**config.mk**
```make
export PLATFORM = sky130hd
export DESIGN_NAME = pipeline_scoreboard
export DESIGN_NICKNAME = d
export VERILOG_FILES = /design/src/rtl/pipeline_pkg.sv /design/src/rtl/sb_entry.sv /design/src/rtl/pipeline_scoreboard.sv
export SDC_FILE = /design/constraint.sdc
export NUM_CORES = 1
export LEC_CHECK = 0
export ABC_AREA = 1
export ABC_CLOCK_PERIOD_IN_PS = 6500
export CAP_MARGIN = 15
export CORE_ASPECT_RATIO = 0.75
export CORE_MARGIN = 4
export CORE_UTILIZATION = 50
export CTS_BUF_LIST = sky130_fd_sc_hd__clkbuf_2 sky130_fd_sc_hd__clkbuf_4 sky130_fd_sc_hd__clkbuf_8
export CTS_CLUSTER_SIZE = 30
export DETAILED_ROUTE_END_ITERATION = 10
export PLACE_DENSITY = 0.72
export REMOVE_ABC_BUFFERS = 1
export SETUP_SLACK_MARGIN = 0.2
export SLEW_MARGIN = 20
export SYNTH_ARGS = -nofsm -noshare
export SYNTH_HDL_FRONTEND = slang
export SYNTH_SLANG_ARGS = --single-unit
```
**constraint.sdc**
```tcl
create_clock -name clk -period 6.5 [get_ports clk]
set_input_delay 1.95 -clock clk [delete_from_list [all_inputs] [get_ports clk]]
set_output_delay 1.95 -clock clk [all_outputs]
set_load 0.02 [all_outputs]
```
**src/rtl/pipeline_pkg.sv**
```systemverilog
// pipeline_pkg
// Shared types and constants for the RV32 pipeline register scoreboard.
//   reg_idx_t  : architectural register index
//   lat_t      : bounded-latency field (issue-to-forwardable cycles)
//   sb_entry_t : per-register scoreboard state {cnt, long}
//   LAT_ALU / LAT_LOAD : latencies of the single-cycle ALU and the load path
package pipeline_pkg;

  localparam int SB_NUM_REGS = 32;
  localparam int SB_REG_W    = $clog2(SB_NUM_REGS);
  localparam int SB_LAT_W    = 3;

  typedef logic [SB_REG_W-1:0] reg_idx_t;
  typedef logic [SB_LAT_W-1:0] lat_t;

  localparam lat_t LAT_ALU  = 3'd1;
  localparam lat_t LAT_LOAD = 3'd2;

  typedef struct packed {
    lat_t cnt;
    logic long;
  } sb_entry_t;

  // Countdown value loaded at issue: a latency of L leaves L-1 stall cycles,
  // and a latency of 0 behaves like 1.
  function automatic lat_t lat_to_cnt(input lat_t lat);
    lat_t res;
    if (lat == 3'd0) begin
      res = 3'd0;
    end else begin
      res = lat - 3'd1;
    end
    return res;
  endfunction

endpackage

```
**src/rtl/sb_entry.sv**
```systemverilog
// sb_entry
// State for one architectural register: a bounded-latency countdown and a
// long-latency pending flag.
// Priority on each rising clk edge: issue update > (decrement, wb clear).
// Ports:
//   clk, rst_n  : clock, asynchronous active-low reset
//   set_en      : an instruction writing this register fires this cycle
//   set_long    : that instruction is variable latency
//   set_cnt     : countdown to load for a bounded-latency instruction
//   wb_clr      : long-latency unit writes this register back this cycle
//   cnt, long   : current state (registered)
module sb_entry
  import pipeline_pkg::*;
#(
  parameter int LAT_W = SB_LAT_W
) (
  input  logic             clk,
  input  logic             rst_n,
  input  logic             set_en,
  input  logic             set_long,
  input  logic [LAT_W-1:0] set_cnt,
  input  logic             wb_clr,
  output logic [LAT_W-1:0] cnt,
  output logic             long
);

  logic [LAT_W-1:0] cnt_r;
  logic             long_r;

  // Countdown / long-flag update with issue overriding decrement and clear.
  always_ff @(posedge clk or negedge rst_n) begin
    if (!rst_n) begin
      cnt_r  <= '0;
      long_r <= 1'b0;
    end else if (set_en) begin
      if (set_long) begin
        cnt_r  <= '0;
        long_r <= 1'b1;
      end else begin
        cnt_r  <= set_cnt;
        long_r <= 1'b0;
      end
    end else begin
      if (cnt_r != '0) begin
        cnt_r <= cnt_r - LAT_W'(1);
      end else begin
        cnt_r <= cnt_r;
      end
      if (wb_clr) begin
        long_r <= 1'b0;
      end else begin
        long_r <= long_r;
      end
    end
  end

  assign cnt  = cnt_r;
  assign long = long_r;

endmodule

```
**src/rtl/pipeline_scoreboard.sv**
```systemverilog
// pipeline_scoreboard
// Register scoreboard for the RV32 ID stage. Tracks pending destination
// registers (bounded countdown or long-latency flag) and produces the ID
// stall and the issue-fire strobe combinationally from the current issue
// and the registered scoreboard state.
// Ports:
//   clk, resetn                     : clock, asynchronous active-low reset
//   issue_valid                     : ID holds a valid instruction
//   issue_rs1/rs2, issue_use_rs1/2  : source indices and read enables
//   issue_rd, issue_wr              : destination index and write enable
//   issue_lat                       : bounded latency (0 treated as 1)
//   issue_long                      : variable-latency instruction
//   flush                           : squashes this cycle's issue
//   wb_valid, wb_rd                 : long-latency writeback
//   stall                           : hold PC/IF-ID, bubble into ID/EX
//   issue_fire                      : instruction enters EX this cycle
//   busy_vec                        : per-register pending bits
// Optional: define SCOREBOARD_STATS_EN to add the saturating counters
//   stall_cycles (cycles with stall) and raw_stalls (stalls caused by a
//   source hazard).
module pipeline_scoreboard
  import pipeline_pkg::*;
#(
  parameter int NUM_REGS = SB_NUM_REGS,
  parameter int REG_W    = $clog2(NUM_REGS),
  parameter int LAT_W    = SB_LAT_W
) (
  input  logic                clk,
  input  logic                resetn,
  input  logic                issue_valid,
  input  logic [REG_W-1:0]    issue_rs1,
  input  logic [REG_W-1:0]    issue_rs2,
  input  logic                issue_use_rs1,
  input  logic                issue_use_rs2,
  input  logic [REG_W-1:0]    issue_rd,
  input  logic                issue_wr,
  input  logic [LAT_W-1:0]    issue_lat,
  input  logic                issue_long,
  input  logic                flush,
  input  logic                wb_valid,
  input  logic [REG_W-1:0]    wb_rd,
`ifdef SCOREBOARD_STATS_EN
  output logic [31:0]         stall_cycles,
  output logic [31:0]         raw_stalls,
`endif
  output logic                stall,
  output logic                issue_fire,
  output logic [NUM_REGS-1:0] busy_vec
);

  logic [LAT_W-1:0]    cnt_s [NUM_REGS];
  logic [NUM_REGS-1:0] long_s;
  logic [NUM_REGS-1:0] busy_s;
  logic [NUM_REGS-1:0] wb_clr_s;

  logic             rs1_haz_s;
  logic             rs2_haz_s;
  logic             waw_haz_s;
  logic             src_haz_s;
  logic             stall_s;
  logic             fire_s;
  logic             rd_upd_s;
  logic [LAT_W-1:0] set_cnt_s;

  // Register 0 is hardwired zero and never pending.
  assign cnt_s[0]    = '0;
  assign long_s[0]   = 1'b0;
  assign wb_clr_s[0] = 1'b0;

  genvar r;
  generate
    for (r = 1; r < NUM_REGS; r++) begin : g_entry
      logic set_en_s;
      assign set_en_s    = rd_upd_s & (issue_rd == REG_W'(r));
      assign wb_clr_s[r] = wb_valid & (wb_rd == REG_W'(r));

      sb_entry #(
        .LAT_W (LAT_W)
      ) u_entry (
        .clk      (clk),
        .rst_n    (resetn),
        .set_en   (set_en_s),
        .set_long (issue_long),
        .set_cnt  (set_cnt_s),
        .wb_clr   (wb_clr_s[r]),
        .cnt      (cnt_s[r]),
        .long     (long_s[r])
      );
    end
  endgenerate

  // Busy vector from registered per-register state.
  always_comb begin
    busy_s = '0;
    for (int i = 0; i < NUM_REGS; i++) begin
      busy_s[i] = (cnt_s[i] != '0) | long_s[i];
    end
  end

  // Hazard detection, stall and fire; a same-cycle long writeback to a
  // register is picked up by WB forwarding, so it does not hold the issue.
  always_comb begin
    rs1_haz_s = issue_use_rs1 & (issue_rs1 != '0) & busy_s[issue_rs1]
              & ~(wb_valid & (wb_rd == issue_rs1));
    rs2_haz_s = issue_use_rs2 & (issue_rs2 != '0) & busy_s[issue_rs2]
              & ~(wb_valid & (wb_rd == issue_rs2));
    waw_haz_s = issue_wr & (issue_rd != '0) & long_s[issue_rd]
              & ~(wb_valid & (wb_rd == issue_rd));
    src_haz_s = rs1_haz_s | rs2_haz_s;
    stall_s   = issue_valid & ~flush & (src_haz_s | waw_haz_s);
    fire_s    = issue_valid & ~flush & ~stall_s;
    rd_upd_s  = fire_s & issue_wr & (issue_rd != '0);
  end

  // Countdown loaded at issue: latency L forwards after L-1 stall cycles.
  always_comb begin
    if (issue_lat == '0) begin
      set_cnt_s = '0;
    end else begin
      set_cnt_s = issue_lat - LAT_W'(1);
    end
  end

  assign stall      = stall_s;
  assign issue_fire = fire_s;
  assign busy_vec   = busy_s;

`ifdef SCOREBOARD_STATS_EN
  logic [31:0] stall_cycles_r;
  logic [31:0] raw_stalls_r;

  // Saturating stall statistics.
  always_ff @(posedge clk or negedge resetn) begin
    if (!resetn) begin
      stall_cycles_r <= 32'd0;
      raw_stalls_r   <= 32'd0;
    end else begin
      if (stall_s && (stall_cycles_r != 32'hFFFF_FFFF)) begin
        stall_cycles_r <= stall_cycles_r + 32'd1;
      end else begin
        stall_cycles_r <= stall_cycles_r;
      end
      if (stall_s && src_haz_s && (raw_stalls_r != 32'hFFFF_FFFF)) begin
        raw_stalls_r <= raw_stalls_r + 32'd1;
      end else begin
        raw_stalls_r <= raw_stalls_r;
      end
    end
  end

  assign stall_cycles = stall_cycles_r;
  assign raw_stalls   = raw_stalls_r;
`endif

endmodule

```
Word level (Yosys, flattened, before mapping). Index checks and enable logic that the tools add are counted.

Word-level logic and storage cells: 509. Output and inout bits: 34. Register bits after elaboration: 124. Bits of input ports: 32.

Eq/ne operators: 65. Order comparisons: 3. Reduce and logical (&&, ||, !) cells: 97. Multiplexer cells: 133. Add/subtract/negate cells: 32. Bitwise operators: 117.

Operators by type and width (count): 3-bit two-way mux (64); 5-bit == test (second input constant) (32); 2-bit nonzero test (62); 3-bit by 1-bit subtractor with 3-bit output (second input constant) (32); 3-bit nonzero test (31); 5-bit by 4-bit == test with 1-bit output (second input constant) (16); 1-bit bitwise AND (79); 1-bit two-way mux (66); 5-bit by 3-bit == test with 1-bit output (second input constant) (8); 1-bit bitwise OR (33); 5-bit by 2-bit == test with 1-bit output (second input constant) (4); 5-bit by 6-bit < comparator with 1-bit output (second input constant) (3); 1-bit binary-select mux with 5-bit select (3); 5-bit == test (3); 5-bit nonzero test (3); 5-bit by 1-bit == test with 1-bit output (second input constant) (2); 1-bit inverter (5); 3-bit zero test (1).

Longest topological paths before layout. Gate-level depths: netlist of the first run.

Depth after elaboration: 15. Depth in mapped cells: 19. Mapped depth without buffers: 18.

Modules after synthesis. A second synthesis of the first run with hierarchy kept.

Cell total of the unflattened synthesis: 1576. Area total of the unflattened synthesis: 10258.6 um^2.

Modules (own cells, without submodules): sb_entry (area each 257.7 um^2, instances 31, cells an instance 34, seq. area each 100.1 um^2); pipeline_scoreboard (area each 2268.4 um^2, instances 1, cells an instance 522, seq. area each 0.0 um^2).

Worst setup path before layout of the first run. Ideal clock, no wire load.

Path kind: input -> output. From: input port issue_rs1[0]. To: output port issue_fire. Data required time: 4.550 ns. Arrival: 3.119 ns. Stages on the path: 12. Slack: 1.431 ns. Path buffers: 1. Cell sequence: buf_2 -> nor2_4 -> nand3_1 -> nand2_1 -> nor2_1 -> nand2_1 -> nand3_1 -> nand2_1 -> nand2_1 -> nand3_1 -> nand3_1 -> nor2_4.

Longest elaborated chain between the ends: 9. Elaborated cells between the ends (all ways): 14. Those cells by class: eq/ne (1); mux (2); bitwise (10); reduce/logical (1).

RTL lines: start, declared (RTL line pipeline_scoreboard.sv:31) `input logic [REG_W-1:0] issue_rs1,`; 1-bit binary-select mux with 5-bit select (tied with other cells) (RTL line pipeline_scoreboard.sv:103) `rs1_haz_s = issue_use_rs1 & (issue_rs1 != '0) & busy_s[issue_rs1]`; 1-bit two-way mux (not written as such) (tied with other cells) (RTL line pipeline_scoreboard.sv:103); 1-bit bitwise AND / 1-bit inverter (equally long branches) (RTL line pipeline_scoreboard.sv:103, pipeline_scoreboard.sv:104); 1-bit bitwise AND (*) (RTL line pipeline_scoreboard.sv:104) `& ~(wb_valid & (wb_rd == issue_rs1));`; 1-bit bitwise OR (*) (RTL line pipeline_scoreboard.sv:109) `src_haz_s = rs1_haz_s | rs2_haz_s;`; 1-bit bitwise OR (*) (RTL line pipeline_scoreboard.sv:110) `stall_s = issue_valid & ~flush & (src_haz_s | waw_haz_s);`; 1-bit bitwise AND (*) (RTL line pipeline_scoreboard.sv:110); 1-bit inverter (*) (RTL line pipeline_scoreboard.sv:111) `fire_s = issue_valid & ~flush & ~stall_s;`; 1-bit bitwise AND (*) (RTL line pipeline_scoreboard.sv:111); end, declared (RTL line pipeline_scoreboard.sv:47) `output logic issue_fire,`.

Every way passes the cells marked *; elsewhere a longest branch is shown, timed or not. The select of a mux whose other input is x is not followed.

Worst setup path in the final report of the first run.
From: input port issue_rd[1]. To: output port issue_fire.

Longest elaborated chain between the ends: 8. Elaborated cells between the ends (all ways): 13. Those cells by class: eq/ne (1); mux (2); bitwise (9); reduce/logical (1).

RTL lines: start, declared (RTL line pipeline_scoreboard.sv:35) `input logic [REG_W-1:0] issue_rd,`; 1-bit binary-select mux with 5-bit select (tied with other cells) (RTL line pipeline_scoreboard.sv:107) `waw_haz_s = issue_wr & (issue_rd != '0) & long_s[issue_rd]`; 1-bit two-way mux (not written as such) (tied with other cells) (RTL line pipeline_scoreboard.sv:107); 1-bit bitwise AND / 1-bit inverter (equally long branches) (RTL line pipeline_scoreboard.sv:107, pipeline_scoreboard.sv:108); 1-bit bitwise AND (*) (RTL line pipeline_scoreboard.sv:108) `& ~(wb_valid & (wb_rd == issue_rd));`; 1-bit bitwise OR (*) (RTL line pipeline_scoreboard.sv:110); 1-bit bitwise AND (*) (RTL line pipeline_scoreboard.sv:110); 1-bit inverter (*) (RTL line pipeline_scoreboard.sv:111); 1-bit bitwise AND (*) (RTL line pipeline_scoreboard.sv:111).

Marks and branches as above.

==> report_table.html, run 1 <==
<table>
<tr><th>Metric</th><th>Value</th></tr>
<tr><th colspan="2">Status</th></tr>
<tr><td>Run status</td><td>completed</td></tr>
<tr><th colspan="2">STA</th></tr>
<tr><td>Largest clock skew in the final design</td><td>~0.013 ns</td></tr>
<tr><td>Worst-Margin Slew</td><td>1.012 ns</td></tr>
<tr><td>Time the worst path needs with I/O delays and setup</td><td>about 6.1 ns</td></tr>
<tr><td>Unrepaired setup endpoints after global routing</td><td>no</td></tr>
<tr><td>Timing-limited maximum frequency</td><td>~0.16 GHz</td></tr>
<tr><td>Final Hold Violating Endpoints</td><td>0</td></tr>
<tr><td>Post-route fraction of the period consumed by the critical path</td><td>93.68%</td></tr>
<tr><td>Hold slack</td><td>0.5024 ns</td></tr>
<tr><td>Final TNS setup</td><td>0 ns</td></tr>
<tr><td>Final setup fails</td><td>0</td></tr>
<tr><td>Max-slew violation total from the final report</td><td>0</td></tr>
<tr><td>Max-slew headroom</td><td>32.46%</td></tr>
<tr><th colspan="2">Synthesis</th></tr>
<tr><td>Biggest area consumer among synthesized cells</td><td>dfrtp_1</td></tr>
<tr><td>Top FF cell, synth</td><td>dfrtp_1</td></tr>
<tr><td>Number of enable flip-flop cells after synthesis</td><td>0</td></tr>
<tr><td>Cell count after synthesis</td><td>about 1300</td></tr>
<tr><td>Flip-flop and latch count after synthesis</td><td>about 120</td></tr>
<tr><td>Netlist cell types</td><td>32</td></tr>
<tr><td>Fraction of post-synthesis cell area in the top cell type by area</td><td>between 30% and 40%</td></tr>
<tr><td>Area of the mapped netlist</td><td>roughly 9000 sq um</td></tr>
<tr><td>Largest cells by area after synthesis</td><td>dfrtp_1 34%, nand2_1 12%, inv_1 11%</td></tr>
<tr><td>Number of synthesis warnings</td><td>0</td></tr>
<tr><td>Sequential area share after synthesis</td><td>approximately 34%</td></tr>
<tr><td>Syn avg cell area</td><td>6.805 sq um</td></tr>
<tr><td>Share of synthesized registers carrying an async set or reset</td><td>100.0%</td></tr>
<tr><th colspan="2">Worst setup path</th></tr>
<tr><td>Launch point of the critical path</td><td>issue_rd[1]</td></tr>
<tr><td>Worst setup EP type</td><td>output port</td></tr>
<tr><td>Largest incremental delay on the critical path</td><td>between 0.5 and 0.6 ns</td></tr>
<tr><td>Type of the worst setup path</td><td>in -&gt; out</td></tr>
<tr><td>Maximum fanout encountered on the critical timing path</td><td>9</td></tr>
<tr><td>Required time at the worst-slack endpoint</td><td>4.55 ns</td></tr>
<tr><td>Critical-path top delay cell</td><td>clkdlybuf4s50_1</td></tr>
<tr><td>Crit start category</td><td>primary input</td></tr>
<tr><td>Arrival time reported for the critical path endpoint</td><td>4.14 ns</td></tr>
<tr><td>Series of cell instances along the critical path</td><td>clkdlybuf4s50_1 &gt; inv_1 &gt; nand2_2 &gt; inv_2 &gt; nand2_1 &gt; o21ai_1 &gt; nor2_1 &gt; nand2_1 &gt; nor2_1 &gt; nor2_1 &gt; nand2_1 &gt; nand3_1 &gt; nor2_4 &gt; dlygate4sd2_1</td></tr>
<tr><td>Startpoint of the worst-slack reg-to-reg timing path</td><td>g_entry[9].u_entry.cnt[0]$_DFFE_PN0P_</td></tr>
<tr><td>Family with the most delay on the worst path</td><td>buffers and inverters</td></tr>
<tr><td>Buf/Inv on CP</td><td>4</td></tr>
<tr><th colspan="2">Worst hold path</th></tr>
<tr><td>Hold Crit Start</td><td>g_entry[18].u_entry.long$_DFFE_PN0P_</td></tr>
<tr><td>Class of the worst hold path</td><td>reg -&gt; reg</td></tr>
<tr><th colspan="2">Die</th></tr>
<tr><td>Die height</td><td>about 130 um</td></tr>
<tr><td>Die Span X</td><td>~160 um</td></tr>
<tr><td>Placeable Area</td><td>17810 sq um</td></tr>
<tr><td>Initial core utilization</td><td>between 50% and 60%</td></tr>
<tr><td>Row count</td><td>42</td></tr>
<tr><td>Boundary Pins</td><td>66</td></tr>
<tr><td>Die Outline Area</td><td>approximately 21000 sq um</td></tr>
<tr><th colspan="2">Place</th></tr>
<tr><td>HPWL after DPL</td><td>approximately 22 mm</td></tr>
<tr><td>Number of I/O port buffers</td><td>64</td></tr>
<tr><td>RD Place Congestion</td><td>between 1 and 1.5</td></tr>
<tr><th colspan="2">Drt</th></tr>
<tr><td>Via count normalized by instance count</td><td>5.311</td></tr>
<tr><td>First-pass detailed-route iteration total</td><td>8</td></tr>
<tr><td>Remaining antenna violation count</td><td>0</td></tr>
<tr><td>Violation count after the first detailed-route iteration</td><td>approximately 900</td></tr>
<tr><td>DR DRC count</td><td>0</td></tr>
<tr><td>Wire length after detailed routing</td><td>about 29 mm</td></tr>
<tr><td>Per-cell routed wire length</td><td>16.99 um</td></tr>
<tr><td>Total via count in the routed design</td><td>8918</td></tr>
<tr><th colspan="2">Pwr</th></tr>
<tr><td>Pleak</td><td>between 0.005 and 0.006 uW</td></tr>
<tr><td>Worst IR drop on VDD</td><td>0.1955 mV</td></tr>
<tr><td>Power density cells</td><td>roughly 410 nW/um^2</td></tr>
<tr><th colspan="2">Cells and area</th></tr>
<tr><td>Layout cell share with drive strength beyond 1</td><td>6.333%</td></tr>
<tr><td>Register Area</td><td>~3100 sq um</td></tr>
<tr><td>Highest-count cells in the layout ignoring fill and taps</td><td>294 x nand2_1, 264 x inv_1, 133 x nand3_1</td></tr>
<tr><td>Layout-stage area growth over the synthesis result</td><td>15.57%</td></tr>
<tr><td>Number of inserted diodes</td><td>0</td></tr>
<tr><td>Area of the multi-input gates</td><td>~4900 sq um</td></tr>
<tr><td>Most frequent standard cell in the layout excluding fill and tap cells</td><td>nand2_1</td></tr>
<tr><td># fillers</td><td>1682</td></tr>
<tr><td>Post-layout nets</td><td>between 1500 and 2000</td></tr>
<tr><th colspan="2">CTS</th></tr>
<tr><td>Worst skew pair latency</td><td>approximately 0.47 ns</td></tr>
<tr><td>Buffers inserted during post-CTS setup optimization</td><td>0</td></tr>
<tr><td>CTS Root Cell</td><td>clkbuf_8</td></tr>
<tr><td>Inserted Clock Buffers</td><td>17</td></tr>
<tr><td>TritonCTS clock tree</td><td>done</td></tr>
<tr><td>Clock slew at reported path FFs</td><td>~0.070 ns</td></tr>
<tr><td>Number of hold-repair buffers added at the cts stage</td><td>0</td></tr>
<tr><td>Clock buffer depth</td><td>2</td></tr>
<tr><td>Clk sink count</td><td>around 120</td></tr>
<tr><td>H-Tree Depth</td><td>4</td></tr>
<tr><th colspan="2">GRT</th></tr>
<tr><td>Wire length of the first global-routing pass</td><td>between 40 and 50 mm</td></tr>
<tr><td>Initial antenna violation count</td><td>0</td></tr>
<tr><td>Met2 global-route usage</td><td>between 40% and 50%</td></tr>
<tr><td>Met3 track utilization from global routing</td><td>approximately 9.6%</td></tr>
<tr><td>Largest net degree at the start of global routing</td><td>61</td></tr>
<tr><td>Met1 demand-to-capacity share in global routing</td><td>a little over 40%</td></tr>
<tr><td>Sum of overflow across all layers after global routing</td><td>0</td></tr>
<tr><td>Vias in the first global route</td><td>~8300</td></tr>
<tr><td>Busiest grt layer</td><td>met1</td></tr>
<tr><td>Combined global-route utilization of all metal layers</td><td>between 20% and 30%</td></tr>
<tr><th colspan="2">Flow run</th></tr>
<tr><td># Max-Cap Violations</td><td>0</td></tr>
</table>
## power breakdown
group | switching (uW) | internal [uW]
clock network | 341 | 384
registers | 174 | 1120
logic | 1400 | 969
## logic make-up (layout without fill, tap and decap cells)
logic type	count (synthesis)	in the layout	synth area share, %
other	1	1	0.04094
AO/OA/AOI/OAI	194	194	11.26
buffers and inverters	306	397	12.89
adder cells (fa/ha/maj)	64	64	8.742
multiplexers	9	9	1.079
flip-flops	124	124	33.88
XOR/XNOR	46	46	4.398
AND/OR/NAND/NOR	602	602	27.71
## worst register-to-register path, cell delays in order, from the launching register on
cell and delay [ns]:
dfrtp_1 0.39, inv_1 0.08, ha_1 0.14, inv_1 0.03, nor2_1 0.32, nand2_1 0.29
nor2_1 0.15, nor2_1 0.06, nand2_1 0.06, nand2_1 0.05, nand2_1 0.07, nand3_1 0.09
nand3_1 0.17, nand4_1 0.17, nor2_4 0.12, buf_4 0.48, nand2_1 0.38, o21ai_0 0.17
nand2_1 0.07, inv_1 0.05
## through the flow
step                instances  cell area [sq um]  util, %  worst slack (ns)  total power [uW]
finish                   1679              10590    59.43            0.4108              4387
global route             1679              10590    59.43            0.2455              4858
CTS                      1679              10580    59.41            0.1660              4393
detailed placement       1647              10180    57.12            0.1027              3658
global placement         1647              10180    57.12            0.1470              3563
floorplan                1311               8996        -             1.163              3008
## final cells by class
type,instances,share of cell area (%)
multi-input combinational,916,46.19
sequential,124,29.31
inverter,271,9.621
timing repair buffer,94,8.155
tap,242,2.860
clock buffer,23,2.813
clock inverter,9,1.052
## synthesized netlist by cell type, types with 19 or more instances
| cell | count |
|---|---|
| nand2_1 | 294 |
| inv_1 | 264 |
| nand3_1 | 133 |
| nor2_1 | 131 |
| dfrtp_1 | 124 |
| o21ai_0 | 111 |
| ha_1 | 64 |
| o22ai_1 | 32 |
| xor2_1 | 27 |
| a21oi_1 | 22 |
| o21ai_1 | 21 |
| xnor2_1 | 19 |
## routing by layer
| layer | share of wire, % | wire (um) |
|---|---|---|
| met1 | 43 | 12400 |
| met2 | 42 | 11960 |
| met4 | 2.5 | 713 |
| met5 | 0 | 0 |
| met3 | 12 | 3453 |
## path summary, 6_finish.rpt
check                      cells past startpoint                                     end  slack, ns
max                                           14                              issue_fire       0.41
min                                            2    g_entry[18].u_entry.long$_DFFE_PN0P_       0.50
max reg2reg                                   19  g_entry[19].u_entry.cnt[0]$_DFFE_PN0P_       3.10
min reg2reg                                    2    g_entry[18].u_entry.long$_DFFE_PN0P_       0.50
max in group asynchronous                      2    g_entry[20].u_entry.long$_DFFE_PN0P_       3.92
min in group asynchronous                      1   g_entry[3].u_entry.cnt[0]$_DFFE_PN0P_       1.55
## registers in the layout (all words and copies together), names as in the netlist
register,count
g_entry.u_entry.cnt,93
g_entry.u_entry.long,31
## timing repair
item                       4_1_cts  5_1_grt
pin swaps                        0        0
resized for setup                3        1
cloned                           0        0
setup endpoints to repair        2        1
Note: power is estimated with default switching activity, not from simulation.
==> run 2: changes to the inputs <==
- CTS_CLUSTER_SIZE: 30 -> 12
- MAX_ROUTING_LAYER: default -> met4
==> report_table.html, run 2 (synthesized netlist as in run 1, its figures left out) <==
<table>
<tr><th>Metric</th><th>Value</th></tr>
<tr><th colspan="2">Cells and area</th></tr>
<tr><td>Number of inserted diodes</td><td>0 (unchanged)</td></tr>
<tr><td>Number of flip-flops under the largest register name</td><td>93 (unchanged)</td></tr>
<tr><td>Area of the multi-input gates</td><td>4892 sq um (about the same)</td></tr>
<tr><td>Layout-stage area growth over the synthesis result</td><td>15.68% (about the same)</td></tr>
<tr><td>Most frequent standard cell in the layout excluding fill and tap cells</td><td>nand2_1</td></tr>
<tr><td>Layout cell share with drive strength beyond 1</td><td>6.407% (+0.074 points)</td></tr>
<tr><td>Post-route non-filler standard cell count</td><td>1678 (-0.060%)</td></tr>
<tr><td># fillers</td><td>1689 (+0.42%)</td></tr>
<tr><td>Post-layout nets</td><td>1520 (unchanged)</td></tr>
<tr><td>Highest-count cells in the layout ignoring fill and taps</td><td>294 x nand2_1, 264 x inv_1, 133 x nand3_1</td></tr>
<tr><td>Finished Core Util</td><td>59.48% (about the same)</td></tr>
<tr><td>Register Area</td><td>3103 sq um (unchanged)</td></tr>
<tr><th colspan="2">Drt</th></tr>
<tr><td>DR DRC count</td><td>0 (unchanged)</td></tr>
<tr><td>Violation count after the first detailed-route iteration</td><td>1029 (+14%)</td></tr>
<tr><td>Total via count in the routed design</td><td>8995 (+0.86%)</td></tr>
<tr><td>Via count normalized by instance count</td><td>5.361 (+0.92%)</td></tr>
<tr><td>First-pass detailed-route iteration total</td><td>6 (-2)</td></tr>
<tr><td>Wire length after detailed routing</td><td>29.54 mm (+3.6%)</td></tr>
<tr><td>Per-cell routed wire length</td><td>17.61 um (+3.6%)</td></tr>
<tr><td>Remaining antenna violation count</td><td>0 (unchanged)</td></tr>
<tr><th colspan="2">Worst hold path</th></tr>
<tr><td>Cell count of the worst hold path</td><td>2 (unchanged)</td></tr>
<tr><td>Hold path endpoint</td><td>g_entry[2].u_entry.cnt[1]$_DFFE_PN0P_</td></tr>
<tr><td>Class of the worst hold path</td><td>reg -&gt; reg</td></tr>
<tr><td>Hold Crit Start</td><td>g_entry[2].u_entry.cnt[1]$_DFFE_PN0P_</td></tr>
<tr><th colspan="2">CTS</th></tr>
<tr><td>TritonCTS clock tree</td><td>done</td></tr>
<tr><td>Clk sink count</td><td>124 (unchanged)</td></tr>
<tr><td>Clock slew at reported path FFs</td><td>0.08 ns (about the same)</td></tr>
<tr><td>Clock buffer depth</td><td>2 (unchanged)</td></tr>
<tr><td>H-Tree Depth</td><td>4 (unchanged)</td></tr>
<tr><td>Inserted Clock Buffers</td><td>17 (unchanged)</td></tr>
<tr><td>CTS Root Cell</td><td>clkbuf_8</td></tr>
<tr><td>Worst skew pair latency</td><td>0.47 ns (about the same)</td></tr>
<tr><th colspan="2">Worst setup path</th></tr>
<tr><td>Largest incremental delay on the critical path</td><td>0.74 ns (+0.15 ns)</td></tr>
<tr><td>Worst path most repeated cell</td><td>nand2_1</td></tr>
<tr><td>Family with the most delay on the worst path</td><td>buffers and inverters</td></tr>
<tr><td>Required time at the worst-slack endpoint</td><td>4.55 ns (about the same)</td></tr>
<tr><td>Crit start category</td><td>primary input</td></tr>
<tr><td>Type of the worst setup path</td><td>in -&gt; out</td></tr>
<tr><td>Critical-path top delay cell</td><td>clkdlybuf4s50_1</td></tr>
<tr><td>Startpoint of the worst-slack reg-to-reg timing path</td><td>g_entry[5].u_entry.cnt[0]$_DFFE_PN0P_</td></tr>
<tr><td>Arrival time reported for the critical path endpoint</td><td>4.01 ns (-0.13 ns)</td></tr>
<tr><td>Maximum fanout encountered on the critical timing path</td><td>6 (-3)</td></tr>
<tr><td>Series of cell instances along the critical path</td><td>clkdlybuf4s50_1 &gt; inv_1 &gt; nand2_1 &gt; nand2_1 &gt; inv_2 &gt; nand2_1 &gt; nor2_1 &gt; nand2_1 &gt; nand3_1 &gt; nand2_1 &gt; inv_1 &gt; dlymetal6s2s_1</td></tr>
<tr><td>Worst-case register-to-register setup slack</td><td>2.93 ns (-0.17 ns)</td></tr>
<tr><td>Worst setup EP type</td><td>output port</td></tr>
<tr><td>Cell count of the worst reg-to-reg path</td><td>18 (-1)</td></tr>
<tr><td>Buf/Inv on CP</td><td>5 (+1)</td></tr>
<tr><td>Capture point of the worst reg-to-reg path</td><td>g_entry[3].u_entry.cnt[0]$_DFFE_PN0P_</td></tr>
<tr><th colspan="2">Pwr</th></tr>
<tr><td>Combinational power share</td><td>53.9% (about the same)</td></tr>
<tr><td>Net switching power</td><td>1955 uW (+2.2%)</td></tr>
<tr><td>Worst IR drop on VDD</td><td>0.2226 mV (+14%)</td></tr>
<tr><td>Power density cells</td><td>418.8 nW/um^2 (+1.1%)</td></tr>
<tr><td>Seq pwr share</td><td>29.2% (-0.3 points)</td></tr>
<tr><td>Part of the total power dissipated in the clock network</td><td>16.9% (+0.4 points)</td></tr>
<tr><td>Pleak</td><td>0.005550 uW (about the same)</td></tr>
<tr><td>Switching Share</td><td>44.04% (+0.43 points)</td></tr>
<tr><td>Internal power</td><td>2483 uW (+0.39%)</td></tr>
<tr><th colspan="2">Die</th></tr>
<tr><td>Row count</td><td>42 (unchanged)</td></tr>
<tr><td>Boundary Pins</td><td>66 (unchanged)</td></tr>
<tr><td>Initial core utilization</td><td>51.42% (unchanged)</td></tr>
<tr><td>Die Outline Area</td><td>20570 sq um (unchanged)</td></tr>
<tr><td>Placeable Area</td><td>17810 sq um (unchanged)</td></tr>
<tr><td>Die Span X</td><td>164.3 um (unchanged)</td></tr>
<tr><td>Die height</td><td>125.2 um (unchanged)</td></tr>
<tr><th colspan="2">Status</th></tr>
<tr><td>Run status</td><td>completed</td></tr>
<tr><th colspan="2">STA</th></tr>
<tr><td>Largest clock skew in the final design</td><td>0.02263 ns (+0.009414 ns)</td></tr>
<tr><td>Worst-Margin Slew</td><td>1.049 ns (+0.03716 ns)</td></tr>
<tr><td>Timing-limited maximum frequency</td><td>0.1678 GHz (+2.2%)</td></tr>
<tr><td>Final Hold Violating Endpoints</td><td>0 (unchanged)</td></tr>
<tr><td>Hold slack</td><td>0.5140 ns (+0.01164 ns)</td></tr>
<tr><td>Final setup fails</td><td>0 (unchanged)</td></tr>
<tr><td>Unrepaired setup endpoints after global routing</td><td>no</td></tr>
<tr><td>Final TNS setup</td><td>0 ns (unchanged)</td></tr>
<tr><td>Post-route fraction of the period consumed by the critical path</td><td>91.70% (-2.0 points)</td></tr>
<tr><td>Max-slew headroom</td><td>29.98% (-2.5 points)</td></tr>
<tr><td>Max-slew violation total from the final report</td><td>0 (unchanged)</td></tr>
<tr><td>Time the worst path needs with I/O delays and setup</td><td>5.960 ns (-0.1287 ns)</td></tr>
<tr><th colspan="2">Place</th></tr>
<tr><td>RD Place Congestion</td><td>1.040 (+1.1%)</td></tr>
<tr><td>HPWL after DPL</td><td>22.49 mm (+4.4%)</td></tr>
<tr><td>Number of I/O port buffers</td><td>64 (unchanged)</td></tr>
<tr><td>Dpl cells</td><td>1647 (unchanged)</td></tr>
<tr><th colspan="2">GRT</th></tr>
<tr><td>Vias in the first global route</td><td>8304 (+0.036%)</td></tr>
<tr><td>Initial antenna violation count</td><td>0 (unchanged)</td></tr>
<tr><td>Wire length of the first global-routing pass</td><td>45.96 mm (+1.5%)</td></tr>
<tr><td>Combined global-route utilization of all metal layers</td><td>29.89% (+1.6 points)</td></tr>
<tr><td>Largest net degree at the start of global routing</td><td>58 (-4.9%)</td></tr>
<tr><td>Sum of overflow across all layers after global routing</td><td>0 (unchanged)</td></tr>
<tr><th colspan="2">Flow run</th></tr>
<tr><td># Max-Cap Violations</td><td>0 (unchanged)</td></tr>
</table>
run 2: worst min-delay path, delay by kind of cell (launching register included):
kind,cells,cell delay [ns]
simple gates,2,0.14
flops,1,0.35
run 2: how the worst max path moves through the flow:
| stage | start | endpoint | slack [ns] | depth (start not counted) |
|---|---|---|---|---|
| floorplan | issue_rd[4] | g_entry[10].u_entry.cnt[0]$_DFFE_PN0P_ | 1.16 | 12 |
| global placement | wb_rd[1] | stall | 0.07 | 12 |
| detailed placement | issue_rd[0] | stall | 0.13 | 13 |
| CTS | issue_rd[4] | stall | 0.21 | 12 |
| global route | issue_rd[1] | stall | 0.27 | 15 |
| finish | issue_rd[4] | stall | 0.54 | 12 |
run 2: final cells by class:
type	instances	share of cell area, %
clock buffers	19	2.409
clock inverters	12	1.559
inverters	271	9.612
multi-input cells	916	46.17
flip-flops and latches	124	29.28
well taps	242	2.857
repair buffers	94	8.112
run 2: repair_timing:
| action | in CTS | in global routing |
|---|---|---|
| setup endpoints to repair | 2 | 2 |
| buffers inserted | 0 | 0 |
| hold buffers | 0 | 0 |
| resized for setup | 3 | 4 |
run 2: per-layer routing:
layer	GRT usage, %	part of all wire (%)
met2	41.65	42
met5	-	0
met3	7.664	9.7
met1	42.62	46
met4	9.221	2.5
run 2: through the flow:
stage | total power (uW) | area [sq um] | worst slack, ns
floorplan | 3008 | 8996 | 1.163
global placement | 3582 | 10180 | 0.06630
detailed placement | 3672 | 10180 | 0.1287
CTS | 4431 | 10600 | 0.2122
global route | 4878 | 10600 | 0.2724
finish | 4438 | 10600 | 0.5396
run 2: power by group through the flow:
stage	Sequential (uW)	Combinational [uW]	Clock, uW
2_1_floorplan	1270	1740	0
3_3_place_gp	1300	2290	0
3_5_place_dp	1310	2360	0
4_1_cts	1290	2380	753
5_1_grt	1330	2750	795
6_report	1300	2390	748
